$ cat config.mk
export PLATFORM = sky130hd
export DESIGN_NAME = hella_cache_master_core
export DESIGN_NICKNAME = d
export VERILOG_FILES = /design/src/rtl/hella_cache_master_core.sv
export SDC_FILE = /design/constraint.sdc
export NUM_CORES = 1
export LEC_CHECK = 0
export ABC_AREA = 1
export BUFFER_PORTS_ARGS = -buffer_cell sky130_fd_sc_hd__buf_2
export CORE_ASPECT_RATIO = 0.8
export CORE_MARGIN = 5
export CORE_UTILIZATION = 28
export CTS_BUF_LIST = sky130_fd_sc_hd__clkbuf_16
export DETAILED_ROUTE_END_ITERATION = 10
export MAX_ROUTING_LAYER = met4
export SYNTH_ARGS = -nofsm -noshare
export SYNTH_HDL_FRONTEND = slang
export SYNTH_SLANG_ARGS = --single-unit
$ cat constraint.sdc
create_clock -name clock -period 3.75 [get_ports clock]
set_input_delay 0.1875 -clock clock [delete_from_list [all_inputs] [get_ports clock]]
set_output_delay 0.1875 -clock clock [all_outputs]
set_load 0.02 [all_outputs]
$ cat src/rtl/hella_cache_master_core.sv
// hella_cache_master_core: issues one host command at a time to a cache port
// and captures the cache response. IDLE accepts a command, REQ holds it until
// the cache takes it, and GAP adds one quiet cycle before the next command.
module hella_cache_master_core #(
  parameter int NUM_ADDR_BITS = 32,
  parameter int NUM_DATA_BITS = 32,
  parameter int NUM_TAG_BITS  = 7
) (
  input  logic                       clock,
  input  logic                       reset,
  input  logic                       cmd_valid,
  output logic                       cmd_ready,
  input  logic [NUM_ADDR_BITS-1:0]   cmd_addr,
  input  logic [NUM_TAG_BITS-1:0]    cmd_tag,
  input  logic [4:0]                 cmd_cmd,
  input  logic [2:0]                 cmd_typ,
  input  logic [NUM_DATA_BITS-1:0]   cmd_data,
  input  logic [NUM_DATA_BITS/8-1:0] cmd_mask,
  input  logic                       kill_clear,
  output logic [NUM_ADDR_BITS-1:0]   req_addr,
  input  logic                       req_ready,
  output logic                       req_valid,
  output logic [NUM_TAG_BITS-1:0]    req_tag,
  output logic [4:0]                 req_cmd,
  output logic [2:0]                 req_typ,
  output logic [NUM_DATA_BITS-1:0]   req_data,
  output logic [NUM_DATA_BITS/8-1:0] req_data_mask,
  output logic                       req_kill,
  input  logic                       rsp_valid,
  input  logic                       rsp_nack,
  input  logic [NUM_TAG_BITS-1:0]    rsp_tag,
  input  logic [2:0]                 rsp_typ,
  input  logic [NUM_DATA_BITS-1:0]   rsp_data,
  output logic                       out_valid,
  output logic                       out_nack,
  output logic [NUM_TAG_BITS-1:0]    out_tag,
  output logic [2:0]                 out_typ,
  output logic [NUM_DATA_BITS-1:0]   out_data
);

  typedef enum logic [1:0] {
    S_IDLE = 2'd0,
    S_REQ  = 2'd1,
    S_GAP  = 2'd2
  } state_t;

  state_t state, state_nxt;

  logic accept;
  logic handshake;

  assign accept    = (state == S_IDLE) && cmd_valid;
  assign handshake = (state == S_REQ) && req_ready;

  // Held low while reset is asserted even though the state is already IDLE.
  assign cmd_ready = (state == S_IDLE) && !reset;

  // State register.
  always_ff @(posedge clock or posedge reset) begin
    if (reset) state <= S_IDLE;
    else       state <= state_nxt;
  end

  // Next-state logic; GAP always falls through to IDLE after one cycle.
  always_comb begin
    state_nxt = state;
    unique case (state)
      S_IDLE:  if (cmd_valid) state_nxt = S_REQ;
      S_REQ:   if (req_ready) state_nxt = S_GAP;
      S_GAP:   state_nxt = S_IDLE;
      default: state_nxt = S_IDLE;
    endcase
  end

  // Request registers: load on accept, clear on handshake. req_data is left
  // as-is after the handshake so the last store data stays observable.
  always_ff @(posedge clock or posedge reset) begin
    if (reset) begin
      req_valid     <= 1'b0;
      req_addr      <= '0;
      req_tag       <= '0;
      req_cmd       <= '0;
      req_typ       <= '0;
      req_data      <= '0;
      req_data_mask <= '0;
    end else if (accept) begin
      req_valid     <= 1'b1;
      req_addr      <= cmd_addr;
      req_tag       <= cmd_tag;
      req_cmd       <= cmd_cmd;
      req_typ       <= cmd_typ;
      req_data      <= cmd_data;
      req_data_mask <= cmd_mask;
    end else if (handshake) begin
      req_valid     <= 1'b0;
      req_addr      <= '0;
      req_tag       <= '0;
      req_cmd       <= '0;
      req_typ       <= '0;
      req_data_mask <= '0;
    end
  end

  // Kill flag: a nack wins over any clear arriving on the same edge.
  always_ff @(posedge clock or posedge reset) begin
    if (reset)                        req_kill <= 1'b0;
    else if (rsp_nack)                req_kill <= 1'b1;
    else if (kill_clear || handshake) req_kill <= 1'b0;
  end

  // Response capture: out_valid pulses one cycle, captured fields hold.
  always_ff @(posedge clock or posedge reset) begin
    if (reset) begin
      out_valid <= 1'b0;
      out_nack  <= 1'b0;
      out_tag   <= '0;
      out_typ   <= '0;
      out_data  <= '0;
    end else begin
      out_valid <= rsp_valid || rsp_nack;
      if (rsp_valid || rsp_nack) begin
        out_nack <= rsp_nack;
        out_tag  <= rsp_tag;
        out_typ  <= rsp_typ;
        out_data <= rsp_data;
      end
    end
  end

endmodule

After elaboration in Yosys (flattened, before gate mapping)

Cells that the tools add are included.

Logic and storage cells: 44
Input port bits: 132
Output and inout port bits: 130
Flip-flop bits (word level): 131

Equal/unequal tests: 3
Muxes and demuxes: 17
Reduce and logical (&&, ||, !) cells: 10

Operators with widths:

| operator                                            | count |
|---|---|
| 2-to-1 mux 32 bit                                   | 2 |
| 2-to-1 mux 7 bit                                    | 2 |
| 2-to-1 mux 5 bit                                    | 2 |
| 2-to-1 mux 4 bit                                    | 2 |
| 2-to-1 mux 3 bit                                    | 2 |
| 2-to-1 mux 1 bit                                    | 4 |
| 2-to-1 mux 2 bit                                    | 2 |
| != test 2 bit, second input constant                | 2 |
| case mux 2 bit (2 select lines)                     | 1 |
| nonzero test 2 bit                                  | 2 |
| logical AND 1 bit                                   | 3 |
| equality test 2 x 1 -> 1 bit, second input constant | 1 |
| zero test 2 bit                                     | 1 |
| logical OR 1 bit                                    | 2 |
| AND reduction 2 bit                                 | 1 |
| zero test 1 bit                                     | 1 |

Logic depth before layout (Yosys ltp)

Depth after elaboration: 5
Mapped depth: 7
Gate-level depth less buffers: 5

Worst setup path after synthesis

No wires, ideal clock.

Kind: register to register
Start point: register state[0]
End point: register req_addr[0]
Setup slack: 2.661 ns
Path buffers: 2
Cell stages (with the launch flop): 7
Period minus slack after synthesis: 1.089 ns
Arrival: 0.971 ns
Setup time: 0.118 ns
Required time: 3.632 ns
Cell sequence: dfrtp_1 -> nor2_1 -> nand2_2 -> buf_6 -> buf_4 -> nand3_1 -> nand2_1

Longest elaborated chain between the ends: 3
Elaborated cells on any way between the ends: 6
Those cells by class: eq/ne: 1; mux: 1; reduce/logical: 4

Ends and longest elaborated chain:

| what                                                                            | RTL line | text |
|---|---|---|
| start: declaration                                                              | 47       | `state_t state, state_nxt;` |
| start signal: assignment                                                        | 61       | `else state <= state_nxt;` |
| equality test 2 x 1 -> 1 bit / zero test 2 bit (equally long branches)          | 53, 52   |  |
| logical AND 1 bit, on equally long branches                                     | 53, 52   |  |
| nonzero test 2 bit (no source line) / 2-to-1 mux 32 bit (equally long branches) | -        |  |
| end signal: assignment                                                          | 88       | `req_addr <= cmd_addr;` |
| end: declaration                                                                | 20       | `output logic [NUM_ADDR_BITS-1:0] req_addr,` |

Parallel ways exist; a longest one is shown, timed or not.
A chain may end at the register's enable or synchronous reset.

Final worst setup path

Start point: register state[0]
End point: register req_addr[17]

Same word-level chain as after synthesis.

==> impl_results.md <==
- Final #Nets: 1071
- Comb power frac: 0.322
- Arr. time, crit path: between 2000 and 2500 ps
- Period minus WS final: between 2000 and 2500 ps
- Hold Fails Final Rpt: 0
- Sequential area share after synthesis: 0.6458
- WHS: a little over 20 ps
- First-pass GRT wire length: between 20000 and 30000 um
- Crit path cell chain: nor2_1 -> nand2_2 -> buf_4 -> nand3_1 -> nand2_1
- Mapped Nets: just under 700
- Setup repair bufs after CTS: 0
- Max-Slew Margin vs Limit: 0.2090
- F_max: between 0.4 and 0.5 GHz
- Die area: roughly 21000 um^2
- Startpoint types: register
- Die X: around 160 um
- DRT antenna net count: 0
- Async SR Flop Fraction: 1.000
- Largest area contributor in the netlist: dfrtp_1
- Req. time, crit path: approximately 4100 ps
- Core area: about 18000 um^2
- Worst-path maximum fanout: 59
- Post-synth top area share: 0.6458
- Largest net degree at the start of global routing: between 80 and 90
- Hold-fix buffers, CTS: between 100 and 150
- First-pass DRT Iterations: 4
- Slew @ Worst Pin: roughly 1200 ps
- #FFs+latches synth: 131
- Max incr delay on CP: ~850 ps
- Pwr dens: 651.7 nW/um^2
- Worst-path clk slew: ~60 ps
- Synth-to-Final Area Change: 64.43%
- Outcome: finished clean
- Share of cells above drive strength 1: 0.3193
- Port Buf Inserts: roughly 260
- Sequential share of power: 0.373
- Inserted Diodes: 0
- Depth of the CTS H-tree: 4
- LEAKAGE: around 4.7 nW
- Final WS setup: about 1700 ps
- CTS tree: built
- Clk root buf: clkbuf_16
- Design internal power: approximately 3.5 mW
- Critical path endpoint category: register
- EDFF count, synth: 0
- Die Y: about 130 um
- Switching Share: 0.3654
- Synthesis Warnings: 0
- Top FF cell, synth: dfrtp_1
- DR iter-0 viols: just over 300
- Pins Over Slew Limit: 0
- Total net switching power: just under 2 mW
- Period utilization: 0.5548
- Clk_lat worst skew: about 400 ps
- Syn Inst Count: 560
- List of most frequent post-synthesis cells: 331 x nand2_1, 131 x dfrtp_1, 52 x nand3_1
- DR WL/cell: 14.50 um
- Final Skew: ~9 ps
- Sinks on Clock Net: 131
- WL final: 17140 um
- Clk network pwr share: 0.305
- # Max-Cap Violations: 0
- Final instance area: 8347 um^2
- I/O Pins: approximately 260
- Vias: approximately 5k
- Post_cts resized: 0
- Setup TNS: 0 ps
- Row cnt: 44
- Mapped Area: 5076 um^2
- Unrepaired setup endpoints after global routing: false
- Final Wtd Congestion: between 0.8 and 0.9
- Grt total ovfl: 0
- Setup violators final: 0
- DRC errors left: 0
- Maximum VDD drop: 0.2309 mV
- CP Class: reg2reg
- Most common cell in the synthesized netlist: nand2_1
- Initial antenna violation count: 0
- CP max-delay cell: nand2_2
- Pre-CTS setup slack: 1657 ps
- Min-delay worst type: in2reg
- Clock Tree Buf Depth: 2
- Placed inst area: around 6500 um^2
- Vias per cell: roughly 4.3
- Synth top area cells: dfrtp_1 65%, nand2_1 24%, nand3_1 5.1%, buf_6 2.0%, buf_2 1.7%
- Number of global-route vias before repair: roughly 5.2k
- Number of distinct library cells after synthesis: 13
- Final HPWL from detailed placement: about 11000 um
- Gr usage total: 0.1663
- Syn avg cell area: approximately 9.1 um^2
- Initial Utilization: 0.2820
- CTS buffer count: 17
[logic make-up (layout without fill, tap and decap cells)]
family,Yosys count,in the layout,synth area share
AND/OR/NAND/NOR,389,389,0.3032
flip-flops,131,131,0.6458
buffers and inverters,39,431,0.05004
AO/OA/AOI/OAI,1,1,0.0009850
[routing by layer]
metal	global-route usage	vias to the layer above	share of wire
met5	-	-	0
met3	0.05362	20	0.080
met1	0.1971	2371	0.43
li1	-	2480	-
met2	0.2691	213	0.47
met4	0.06070	0	0.016
[registers in the layout, indices dropped and copies added, names as in the netlist, 3 cells and up]
name,count
req_data_mask,4
out_tag,7
req_data,32
req_typ,3
out_typ,3
req_tag,7
req_addr,32
out_data,32
req_cmd,5
[power by group through the flow]
stage / registers (mW) / logic [mW] / clock network, mW
2_1_floorplan: 2.52 / 0.550 / 0
3_3_place_gp: 2.04 / 1.64 / 0
3_5_place_dp: 2.04 / 1.66 / 0
4_1_cts: 2.02 / 1.76 / 1.72
5_1_grt: 2.07 / 1.90 / 1.78
6_report: 2.03 / 1.75 / 1.66
[metrics by stage]
step | total power [mW] | cells | utilization
after floorplan | 3.067 | 560 | -
after global placement | 3.684 | 1026 | 0.3618
after detailed placement | 3.700 | 1026 | 0.3618
after CTS | 5.505 | 1182 | 0.4637
after global routing | 5.755 | 1182 | 0.4637
final | 5.440 | 1182 | 0.4637
[layout by cell type (no fill, tap or decap)]
cell type and instances:
nand2_2 1, nor2_4 1, buf_4 5, clkbuf_16 17, o21ai_0 1, nor2_1 2
clkinv_4 3, nor2_2 1, inv_1 5, clkinv_1 2, nand3_2 1, buf_2 261
nand2_1 331, inv_6 2, bufinv_16 3, dlygate4sd3_1 124, buf_12 1, inv_2 3
dfrtp_1 131, clkinvlp_4 2, nand3_1 52, clkinv_2 3
[final timing paths]
path | slack (ps) | startpoint | cells past startpoint | to
worst max-delay path | 1670 | state[0] | 5 | req_addr[17]
worst min-delay path | 20 | cmd_data[31] | 3 | req_data[31]
worst max register to register | 1670 | state[0] | 5 | req_addr[17]
worst min register to register | 460 | req_valid | 2 | req_valid
max in group asynchronous | 2350 | reset | 4 | out_tag[0]
min in group asynchronous | 450 | reset | 3 | req_addr[27]
[critical path: cells and delay by family (launching register included)]
family / cells / cell delay, ps
and+or+nand+nor: 4 / 1120
buffers and inverters: 1 / 450
DFF: 1 / 410
[final cells by class]
cell class	instances	area, um^2
Clock buffer	17	425.4
Clock inverter	15	166.4
Fill cell	1623	9656
Inverter	8	35.03
Multi-Input combinational cell	390	1549
Sequential cell	131	3278
Tap cell	230	287.8
Timing Repair Buffer	391	2605
Power figures use the tool's default switching activity.
